<file path="config.mk">
export PLATFORM = sky130hd
export DESIGN_NAME = mux_arbiter_4
export DESIGN_NICKNAME = d
export VERILOG_FILES = /design/src/rtl/mux_arbiter_4.sv
export SDC_FILE = /design/constraint.sdc
export NUM_CORES = 1
export LEC_CHECK = 0
export CORE_ASPECT_RATIO = 2
export CORE_MARGIN = 5
export CORE_UTILIZATION = 28
export CTS_CLUSTER_SIZE = 14
export DETAILED_ROUTE_END_ITERATION = 10
export PLACE_DENSITY = 0.95
export RECOVER_POWER = 50
export SYNTH_ARGS = -nofsm -noshare
export SYNTH_HDL_FRONTEND = slang
export SYNTH_SLANG_ARGS = --single-unit
</file>
<file path="constraint.sdc">
create_clock -name clk -period 3.5 [get_ports clk]
set_input_delay 0.875 -clock clk [delete_from_list [all_inputs] [get_ports clk]]
set_output_delay 0.875 -clock clk [all_outputs]
set_load 0.02 [all_outputs]
</file>
<file path="src/rtl/mux_arbiter_4.sv">
// mux_arbiter_4: round-robin 4-way arbiter driving a registered-select 4:1 data mux.
// Optional burst limit forcing hand-off after BURST_MAX owned cycles: define ARB_BURST_LIMIT_EN.
module mux_arbiter_4 #(
    parameter int WIDTH     = 32,
    parameter int BURST_MAX = 4
) (
    input  logic             clk,
    input  logic             rst,
    input  logic [3:0]       req,
    input  logic [WIDTH-1:0] in00,
    input  logic [WIDTH-1:0] in01,
    input  logic [WIDTH-1:0] in10,
    input  logic [WIDTH-1:0] in11,
    output logic [3:0]       grant,
    output logic [1:0]       selector,
    output logic [WIDTH-1:0] out,
    output logic             valid
);
    typedef enum logic {IDLE, OWNED} state_t;
    state_t     state_q, state_d;
    logic [3:0] grant_q, grant_d, mreq;
    logic [1:0] sel_q, sel_d, last_q, last_d, win;
    logic       keep, force_off;

    // First set bit of r scanning upward (mod 4) from s; lower offsets overwrite later.
    function automatic logic [1:0] rr(input logic [3:0] r, input logic [1:0] s);
        rr = s;
        for (int k = 3; k >= 0; k--)
            if (r[s + 2'(k)]) rr = s + 2'(k);
    endfunction

`ifdef ARB_BURST_LIMIT_EN
    localparam logic [3:0] CNT_TOP = 4'(BURST_MAX - 1);
    logic [3:0] cnt_q, cnt_d;
    assign force_off = (state_q == OWNED) && (cnt_q >= CNT_TOP) && |mreq;
    assign cnt_d     = keep ? ((cnt_q >= CNT_TOP) ? cnt_q : cnt_q + 4'd1) : 4'd0;
    always_ff @(posedge clk)
        cnt_q <= rst ? 4'd0 : cnt_d;
`else
    assign force_off = 1'b0;
`endif

    // The owner is masked out so a burst-limit hand-off never re-selects it.
    assign mreq = (state_q == OWNED) ? (req & ~grant_q) : req;
    assign win  = rr(mreq, last_q + 2'd1);
    assign keep = (state_q == OWNED) && req[sel_q] && !force_off;

    always_comb begin
        state_d = state_q;
        grant_d = grant_q;
        sel_d   = sel_q;
        last_d  = last_q;
        if (!keep) begin
            state_d = |mreq ? OWNED : IDLE;
            grant_d = |mreq ? (4'b0001 << win) : 4'b0000;
            sel_d   = |mreq ? win : sel_q;
            last_d  = |mreq ? win : last_q;
        end
    end

    always_ff @(posedge clk) begin
        if (rst) begin
            state_q <= IDLE;
            grant_q <= 4'b0000;
            sel_q   <= 2'd0;
            last_q  <= 2'd3;
        end else begin
            state_q <= state_d;
            grant_q <= grant_d;
            sel_q   <= sel_d;
            last_q  <= last_d;
        end
    end

    assign grant    = grant_q;
    assign selector = sel_q;
    assign valid    = |grant_q;
    assign out      = (sel_q == 2'd0) ? in00 :
                      (sel_q == 2'd1) ? in01 :
                      (sel_q == 2'd2) ? in10 : in11;
endmodule

</file>
**After elaboration in Yosys (flattened, before gate mapping)**

Cells that the tools add are included.

- Register bits: 9
- Input port bits: 134
- Output and inout bits: 39

- Add/subtract/negate cells: 4
- Order comparisons: 5
- Equal/unequal tests: 2
- Shifts and indexed selects: 1
- Multiplexer cells: 20
- Bitwise operators: 3
- Reduce and logical (&&, ||, !) cells: 5

Operators with widths:

| kind | count |
|---|---|
| 32-bit two-way mux | 3 |
| 2-bit by 3-bit < comparator with 1-bit output (second input constant) | 5 |
| 1-bit binary-select mux with 2-bit select | 5 |
| 2-bit two-way mux | 4 |
| 4-bit two-way mux | 2 |
| 4-bit OR reduction | 2 |
| 1-bit two-way mux | 6 |
| 2-bit by 1-bit adder with 2-bit output (second input constant) | 2 |
| 2-bit adder (second input constant) | 2 |
| 4-bit AND | 1 |
| 4-bit inverter | 1 |
| 1-bit by 2-bit left shift with 4-bit output (first input constant) | 1 |
| 2-bit by 1-bit == test with 1-bit output (second input constant) | 1 |
| 2-bit == test (second input constant) | 1 |
| 2-bit zero test | 1 |
| 2-bit AND reduction | 1 |
| 1-bit logical AND | 1 |
| 1-bit inverter | 1 |

**Logic depth before layout (Yosys ltp)**

Gate-level depths: netlist of run 1.

- Depth after elaboration: 11
- Gate-level depth with buffers: 7
- Mapped depth without buffers: 6

**Worst setup path before layout of run 1**

No wires, ideal clock.

- Path type: register -> output
- Start point: reg sel_q[0], in the netlist selector[0]
- End point: out out[0]
- Arrival: 1,499 ps
- Data required time: 2,625 ps
- Slack: 1,126 ps
- Stages on the path, launching flop included: 4
- Path buffers: 2
- Cell sequence: dfxtp_1 buf_6 buf_2 mux4_2

- Cells in the longest elaborated chain, start to end: 4
- Elaborated cells on any way between the ends: 6

RTL lines:

| item | line | text |
|---|---|---|
| from (decl) | 22 | `logic [1:0] sel_q, sel_d, last_q, last_d, win;` |
| from (signal assigned) | 70 | `sel_q <= sel_d;` |
| 2-bit == test | 80 | `(sel_q == 2'd2) ? in10 : in11;` |
| 32-bit two-way mux | 80 |  |
| 32-bit two-way mux | 79 | `(sel_q == 2'd1) ? in01 :` |
| 32-bit two-way mux (*) | 78 | `assign out = (sel_q == 2'd0) ? in00 :` |
| to (decl) | 16 | `output logic [WIDTH-1:0] out,` |

Mark *: on every way between the ends. The rest lies on a longest branch, timed or not.

**Worst setup path in the final report of run 1**

- Start point: in in11[12]
- End point: out out[12]

- Cells in the longest elaborated chain, start to end: 3

RTL lines:

| item | line | text |
|---|---|---|
| from (decl) | 13 | `input logic [WIDTH-1:0] in11,` |
| 32-bit two-way mux | 80 |  |
| 32-bit two-way mux | 79 |  |
| 32-bit two-way mux | 78 |  |

No other way between the ends.

==> run_results.csv, run 1 <==
group,metric,value,unit
setup_path,startpoint_type,"primary input",
global_routing,antenna_found_initial,0,
timing,rsz0062_at_grt,"no",
setup_path,cp_data_required_time,2620,ps
timing,setup_violations,0,
job,maxCapViolCount,0,
setup_path,crit_path_end_kind,"output pin",
synthesis,synth_area_leaders,"mux4_2 57%, dfxtp_1 14%, a21bo_2 2.3%",
routing,drc,0,
placed_design,dp_hpwl,6750,µm
synthesis,synth_cells,104,
layout,antennaDiodeCount,0,
setup_path,startpoint,"in11[12]",
synthesis,yosys.cell_count.top_type,"mux4_2",
routing,drt_iter0_drc,67,
synthesis,syn_area,1320,µm²
routing,drtAntennaViolNets,0,
timing,fin_crit_sh,93.7,%
floorplanning,fp-row-count,35,
synthesis,synth_seq_area_share,13.7,%
clocking,cts_root_buf,"clkbuf_8",
setup_path,worstSetupPathType,"in2out",
layout,fillCellCount,362,
setup_path,r2r_start,"selector[0]",
clocking,cts_setup_buffers,0,
layout,layout-drive-gt1-share,16.7,%
floorplanning,ios,173,
global_routing,grt_max_degree,34,
layout,fin_nets,410,
routing,drt-total-wl,7800,µm
power,p_seq_share,13.0,%
placed_design,portBuffers,172,
power,p_int,0.000778,W
power,powerDensity,416,nW/µm²
global_routing,grt_use_total,24.4,%
clocking,cts_buffers,3,
clocking,clock_latency,230,ps
clocking,cts_resized,0,
floorplanning,core_area,4600,µm²
timing,skew,1.20,ps
layout,multiInputGateArea,1060,µm²
routing,via_per_inst,5.35,
power,p_leak,1.13,nW
timing,min_period,3280,ps
run_status,status,"complete, no violations",
placed_design,place_congestion,0.862,
clocking,cts_tree,"built",
layout,regArea,181,µm²
synthesis,synth_top_area_share,56.5,%
floorplanning,dieArea,6250,µm²
clocking,clk_pin_slew,50,ps
synthesis,syn_nets,238,
power,p_clk_share,9.4,%
power,power_switching_share,40.3,%
synthesis,ys_ff_latch,9,
timing,whs,544,ps
power,netSwitchingPower,0.000525,W
synthesis,synthDistinctLibCells,29,
timing,fin_tns_setup,0,ps
clocking,htree_levels,1,
layout,syn2layout_area_growth,138,%
global_routing,grt_pass1_wl,11400,µm
synthesis,synth_ff_type,"dfxtp_1",
timing,slew_headroom,44.7,%
routing,vias,1766,
floorplanning,die_w,58.5,µm
global_routing,grt-ovfl-total,0,
synthesis,syn_area_per_cell,12.6,µm²
synthesis,ys_async_sr_fraction,0,%
synthesis,synthTopCellsByCount,"33 x mux4_2, 9 x dfxtp_1, 8 x nor2_1",
hold_path,min_from,"selector[1]",
timing,timing.fmax,305,MHz
floorplanning,dieHeight,107,µm
routing,dr.pass1.iters,4,
setup_path,cp.arrival,2400,ps
clocking,cts_hold_buf,0,
synthesis,yosys.area.top_type,"mux4_2",
power,ir_drop,397,µV
timing,hold_viol,0,
timing,slew_violations,0,
clocking,cts_max_path_buffers,2,
setup_path,cp_max_fo,1,
power,comb_power_share,77.7,%
global_routing,grt_pass1_vias,2017,
clocking,cts.sinks,9,
hold_path,worst_hold_path_type,"reg2reg",
synthesis,yosys_warnings,0,
floorplanning,initial_core_util,28.6,%
timing,tightest_slew,830,ps
routing,wl_per_cell,23.6,µm
synthesis,synth_edf_count,0,
cell families after synthesis:
kind of cell	count (synthesis)	share of synthesized area, %
mux	33	56.5
compound gates	28	15.8
simple gates	19	8.47
buf+inv	14	4.85
flops	9	13.7
xor+xnor	1	0.666
registers in the layout (all words and copies together) (netlist names):
name / cells
grant: 4
last_q: 2
selector: 2
state_q: 1
through the flow:
stage	area (µm²)	setup slack [ps]	util (%)	std cells	total power [W]
6_report	3130	221	68.1	330	0.00130
5_1_grt	3130	197	68.1	330	0.00137
2_1_floorplan	1320	1130	-	104	0.000717
3_3_place_gp	3100	274	67.5	326	0.00119
3_5_place_dp	3100	260	67.5	326	0.00121
4_1_cts	3150	255	68.5	330	0.00134
final timing paths:
kind         slack [ps]           to  cells past startpoint
max                 220      out[12]                      3
max reg2reg        1270     grant[1]                      6
min                 540  selector[1]                      2
min reg2reg         540  selector[1]                      2
critical path, stage by stage:
cell and delay [ps]:
clkdlybuf4s50_1 410, mux4_2 460, dlygate4sd3_1 660
per-layer routing:
| metal | wire length (µm) | vias to the layer above | track usage [%] | part of all wire [%] |
|---|---|---|---|---|
| met4 | 186 | 0 | 6.80 | 2.4 |
| li1 | - | 793 | - | - |
| met3 | 894 | 16 | 8.80 | 11 |
| met2 | 4160 | 112 | 44.3 | 53 |
| met5 | 0 | - | 0 | 0 |
| met1 | 2560 | 845 | 25.2 | 33 |
area by class of cell:
| type | instances | area share, % |
|---|---|---|
| Sequential cell | 9 | 5.79 |
| Timing Repair Buffer | 176 | 56.3 |
| Multi-Input combinational cell | 81 | 33.7 |
| Inverter | 5 | 0.599 |
| Tap cell | 55 | 2.20 |
| Clock buffer | 4 | 1.44 |
power groups by stage:
stage	clock network, W	registers [W]	logic, W
floorplan	0	0.000166	0.000551
CTS	0.000123	0.000170	0.00105
finish	0.000122	0.000169	0.00101
global route	0.000129	0.000174	0.00107
global placement	0	0.000171	0.00102
detailed placement	0	0.000172	0.00104
cells in the final DEF, fill, tap and decap left out, drive strengths merged:
cell / Yosys / final
o21ai: 3 / 3
a211o: 1 / 1
mux4: 33 / 33
a211oi: 3 / 3
a21oi: 4 / 4
and2: 1 / 1
o22ai: 3 / 3
a41oi: 1 / 1
inv: 5 / 5
xor2: 1 / 1
or4: 1 / 1
nor3: 3 / 3
clkbuf: 4 / 5
clkdlybuf4s50: 0 / 157
a221o: 1 / 1
buf: 5 / 3
a221oi: 1 / 1
dlygate4sd3: 0 / 15
a21bo: 3 / 3
dfxtp: 9 / 9
nand2: 2 / 2
nor2: 8 / 8
a22oi: 4 / 4
a21boi: 2 / 2
nand2b: 3 / 3
a21o: 1 / 1
nor4b: 1 / 1
o31ai: 1 / 1
(Power assumes the default switching activity.)
==> run 2: changes to the inputs <==
- CORE_UTILIZATION: 28 -> 26
- MAX_ROUTING_LAYER: default -> met4
- PLACE_DENSITY: 0.95 -> 0.94
- clock period: 3.5 -> 3.6 ns (I/O delays scaled with it)
==> run_results.csv, run 2 (synthesized netlist as in run 1, its figures left out) <==
group,metric,value,unit
run_status,status,"complete, no violations",
timing,timing.fmax,299,MHz
timing,hold_viol,0,
routing,vias,1784,
clocking,cts_resized,0,
clocking,clock_latency,240,ps
clocking,clk_pin_slew,40,ps
floorplanning,ios,173,
global_routing,grt_pass1_wl,11400,µm
placed_design,place_congestion,0.912,
power,p_leak,1.12,nW
setup_path,crit_family,"buffers and inverters",
clocking,cts_buffers,3,
layout,final_common_cell,"clkdlybuf4s50_1",
clocking,cts_tree,"built",
floorplanning,initial_core_util,26.8,%
timing,tightest_slew,748,ps
timing,fin_tns_setup,0,ps
clocking,cts_root_buf,"clkbuf_8",
routing,via_per_inst,5.39,
clocking,cts_hold_buf,0,
setup_path,slowest_delay,670,ps
timing,slew_violations,0,
floorplanning,dieArea,6670,µm²
floorplanning,core_area,4910,µm²
floorplanning,fp-row-count,36,
routing,dr.pass1.iters,4,
floorplanning,dieHeight,111,µm
timing,setup_ws,261,ps
clocking,cts_max_path_buffers,2,
clocking,htree_levels,1,
power,powerDensity,408,nW/µm²
timing,skew,4.89,ps
layout,final_util,63.7,%
placed_design,dp_hpwl,6890,µm
setup_path,cp_max_fo,1,
setup_path,cp_data_required_time,2700,ps
timing,setup_violations,0,
setup_path,cp_cell_sequence,"clkdlybuf4s50_1 > mux4_2 > dlygate4sd3_1",
global_routing,grt_use_total,23.7,%
layout,fin_nets,409,
setup_path,cp_num_buf_inv,2,
layout,layout-drive-gt1-share,16.4,%
routing,drc,0,
routing,drtAntennaViolNets,0,
floorplanning,die_w,60.3,µm
placed_design,pre_cts_slack,290,ps
global_routing,grt-ovfl-total,0,
setup_path,cp.arrival,2440,ps
layout,fillCellCount,375,
global_routing,antenna_found_initial,0,
job,maxCapViolCount,0,
layout,final_cell_mix,"156 x clkdlybuf4s50_1, 33 x mux4_2, 16 x dlygate4sd3_1",
timing,slew_headroom,49.4,%
clocking,cts_setup_buffers,0,
power,ir_drop,438,µV
layout,antennaDiodeCount,0,
timing,min_period,3340,ps
global_routing,grt_pass1_vias,1999,
routing,drt-total-wl,7990,µm
setup_path,startpoint_type,"primary input",
timing,fin_crit_sh,92.8,%
layout,largest_reg_flops,4,
setup_path,cp_slowest_cell,"dlygate4sd3_1",
clocking,cts.sinks,9,
placed_design,portBuffers,172,
routing,wl_per_cell,24.1,µm
hold_path,worst_hold_path_type,"reg2reg",
routing,drt_iter0_drc,63,
setup_path,crit_path_end_kind,"output pin",
layout,syn2layout_area_growth,138,%
timing,rsz0062_at_grt,"no",
setup_path,worstSetupPathType,"in2out",
global_routing,grt_max_degree,34,
[run 2: final timing paths]
kind / start / end / slack (ps) / cells past startpoint
worst max-delay path: in10[6] / out[6] / 260 / 3
worst min-delay path: selector[0] / selector[0] / 550 / 2
worst max register to register: state_q / grant[1] / 1310 / 6
worst min register to register: selector[0] / selector[0] / 550 / 2
[run 2: tightest hold or removal path: stages (launching register included)]
cell,delay [ps]
dfxtp_2,340
nor2_1,110
a211oi_1,50
[run 2: layer usage]
| metal | share of wire, % | track usage [%] |
|---|---|---|
| met1 | 31 | 23.1 |
| met2 | 53 | 42.4 |
| met4 | 2.7 | 6.80 |
| met3 | 13 | 7.94 |
| met5 | 0 | - |
[run 2: final cells by class]
class / instances / area (µm²) / area share, %
Sequential cell: 9 / 181 / 5.80
Inverter: 5 / 18.8 / 0.600
Tap cell: 57 / 71.3 / 2.28
Multi-Input combinational cell: 81 / 1060 / 33.7
Timing Repair Buffer: 175 / 1760 / 56.1
Clock buffer: 4 / 45.0 / 1.44
[run 2: report_power, final]
part | switching (W) | leakage (nW) | internal [W] | total, W
Clock | 0.0000421 | 0.0228 | 0.0000773 | 0.000119
Sequential | 0.0000314 | 0.0748 | 0.000122 | 0.000154
Combinational | 0.000453 | 1.03 | 0.000552 | 0.00100
[run 2: stage by stage]
step	instance area [µm²]	hold slack (ps)	std cells	power, W
6_report	3130	550	331	0.00128
3_5_place_dp	3100	542	327	0.00119
2_1_floorplan	1320	531	104	0.000697
5_1_grt	3130	574	331	0.00134
4_1_cts	3140	548	331	0.00131
3_3_place_gp	3100	532	327	0.00117
==> RTL change (flow settings as in run 1) <==
Change the parameter `WIDTH` from 32 to 24.
--- a/src/rtl/mux_arbiter_4.sv
+++ b/src/rtl/mux_arbiter_4.sv
@@ -1,7 +1,7 @@
 // mux_arbiter_4: round-robin 4-way arbiter driving a registered-select 4:1 data mux.
 // Optional burst limit forcing hand-off after BURST_MAX owned cycles: define ARB_BURST_LIMIT_EN.
 module mux_arbiter_4 #(
-    parameter int WIDTH     = 32,
+    parameter int WIDTH     = 24,
     parameter int BURST_MAX = 4
 ) (
     input  logic             clk,
Interface: changed (5 resized); port bits go from 173 to 133. No check against the original RTL was run, so the function may have changed too.
==> RTL change against run 1 <==
Setup slack improved by 0.014 ns. Final area is 17% lower. Sequential power is 12% higher. Global-route usage down 3.8 points. Sequential cell count unchanged. Wire length shrank 25%. Power down 9.0%. Via count is 13% lower. Area after synthesis shrank 9.4%. Largest power group unchanged.
==> RTL change: results (changes against run 1) <==
Outcome
The flow ran to the end, and the final reports show no timing, DRC or antenna violations.

Global routing
The met2 capacity usage during global routing came to 0.417 (-0.0266). The number of global-route vias before repair is 1651 (-18%). The initial antenna violation count is 0 (unchanged).

The met3 demand-to-capacity share in global routing is 0.0341 (-0.0538). The total global-route track usage is 0.206 (-0.0376). The first-pass GRT wire length came to 8920 um (-21%). The pin count of the biggest net entering global routing is 23 (-32%). The met1 track utilization from global routing came to 0.199 (-0.0531).

Logic synthesis
The part of the Yosys area used for sequential elements is 0.151 (+0.0142). Sorting the synthesized cells by area gives the leading types as sky130_fd_sc_hd__mux4_2 43%, sky130_fd_sc_hd__dfxtp_1 15%, sky130_fd_sc_hd__mux4_1 4.4%. The share of synthesized registers carrying an async set or reset is 0 (unchanged).

The count of distinct cell types in the synthesized netlist was 41 (+41%). The net count of the mapped netlist is 206 (-13%). The number of synthesis warnings is 0 (unchanged).

Among all flip-flop cells after synthesis, the most frequent one is sky130_fd_sc_hd__dfxtp_1. Ranked by instance count, the synthesized netlist is headed by 23 x sky130_fd_sc_hd__mux4_2, 10 x sky130_fd_sc_hd__nand2_1, 9 x sky130_fd_sc_hd__dfxtp_1.

Pwr
The static leakage power is 0.000945 uW (-16%). The largest vdd supply drop is 0.000224 V (-44%).

Clock tree
The number of buffers created by CTS is 3 (unchanged). The buffer levels on the longest clock path is 2 (unchanged). Clock-pin slew was measured on the worst setup and hold paths at 0.04 ns.

The post-CTS setup buffer count is 0 (unchanged). The total of cells resized after clock tree synthesis is 0 (unchanged). The insertion delay of the later-clocked pin in the worst-skew pair is 0.23 ns (about the same). The clock tree root buffer cell is sky130_fd_sc_hd__clkbuf_8. The maximum level of the CTS H-tree is 1 (unchanged).

Worst hold path
The min-delay analysis places its worst path in the category reg2reg.

Final layout
The net count reported at finish is 337 (-18%). The number of flip-flops under the largest register name came to 4 (unchanged). The number of diodes is 0 (unchanged).

The share of cells above drive strength 1 is 0.137 (-0.0305).

Routing
The overall via count from detail_route was 1542 (-13%). The starting DRC count in detailed routing came to 42 (-37%). The first-pass detailed-route iteration total is 4 (unchanged). The final wirelength is 5850 um (-25%).

STA
The post-route clock skew is 0.00117 ns (-0.0000263 ns). The actual transition at the worst max-transition pin is 0.480 ns (-0.350 ns).

Placement
The detailed placer's ending HPWL is 5210 um (-23%). The routability congestion estimate from global placement is 0.853 (-1.0%). The number of buffer cells added on primary ports came to 132 (-23%).

Setup path
The maximum net fanout on the critical path came to 1 (unchanged). At the worst endpoint, the arrival time is 2.39 ns.
-- RTL change: changes by cell type after synthesis, moves of 3 or more --
cell / change
sky130_fd_sc_hd__nand2_1: +9
sky130_fd_sc_hd__a22oi_1: -3
sky130_fd_sc_hd__mux4_2: -10
sky130_fd_sc_hd__a211oi_1: -3
sky130_fd_sc_hd__nor2_1: -4
-- RTL change: final timing paths --
path	startpoint	to	slack, ns	cells after the start
setup / recovery	in10[15]	out[15]	0.24	3
hold / removal	grant[2]	grant[2]	0.52	2
setup reg to reg	selector[0]	last_q[1]	1.20	5
hold reg to reg	grant[2]	grant[2]	0.52	2
-- RTL change: stage by stage --
stage / power [uW] / cell area, um2 / instances / worst slack, ns / util
5_1_grt: 1250 / 2600 / 286 / 0.202 / 0.630
2_1_floorplan: 683 / 1190 / 104 / 1.11 / -
4_1_cts: 1210 / 2600 / 286 / 0.263 / 0.630
6_report: 1190 / 2600 / 286 / 0.235 / 0.630
3_5_place_dp: 1090 / 2560 / 282 / 0.263 / 0.619
3_3_place_gp: 1070 / 2560 / 282 / 0.275 / 0.619
-- RTL change: area by class of cell --
type                       count  area (um2)
fill                         323        1530
timing repair buffer         134        1350
multi-input combinational     83         946
sequential                     9         181
tap                           52        65.1
clock buffer                   4        45.0
inverter                       4        15.0
-- RTL change: where the power goes --
group          total [uW]  internal [uW]  switching [uW]  leakage, uW
combinational         876            499             377     0.000848
clock                 120           79.3            40.3    0.0000228
sequential            190            130            60.5    0.0000748
total                1190            708             478     0.000945
-- RTL change: metal layers --
| metal | vias up | part of all wire |
|---|---|---|
| met1 | 729 | 0.32 |
| li1 | 698 | - |
| met5 | - | 0 |
| met2 | 102 | 0.58 |
| met4 | 0 | 0.031 |
| met3 | 13 | 0.077 |
-- RTL change: worst max-delay path: stages --
cell and delay (ns):
sky130_fd_sc_hd__clkdlybuf4s50_1 0.40, sky130_fd_sc_hd__mux4_2 0.45, sky130_fd_sc_hd__dlygate4sd3_1 0.66
-- RTL change: cells by family (layout without fill, tap and decap cells) --
group,after synthesis,after routing,synth area share
muxes,27,27,0.500
AOI/OAI and AO/OA,28,28,0.178
buffers and inverters,12,142,0.0536
and+or+nand+nor,28,28,0.118
DFF,9,9,0.151
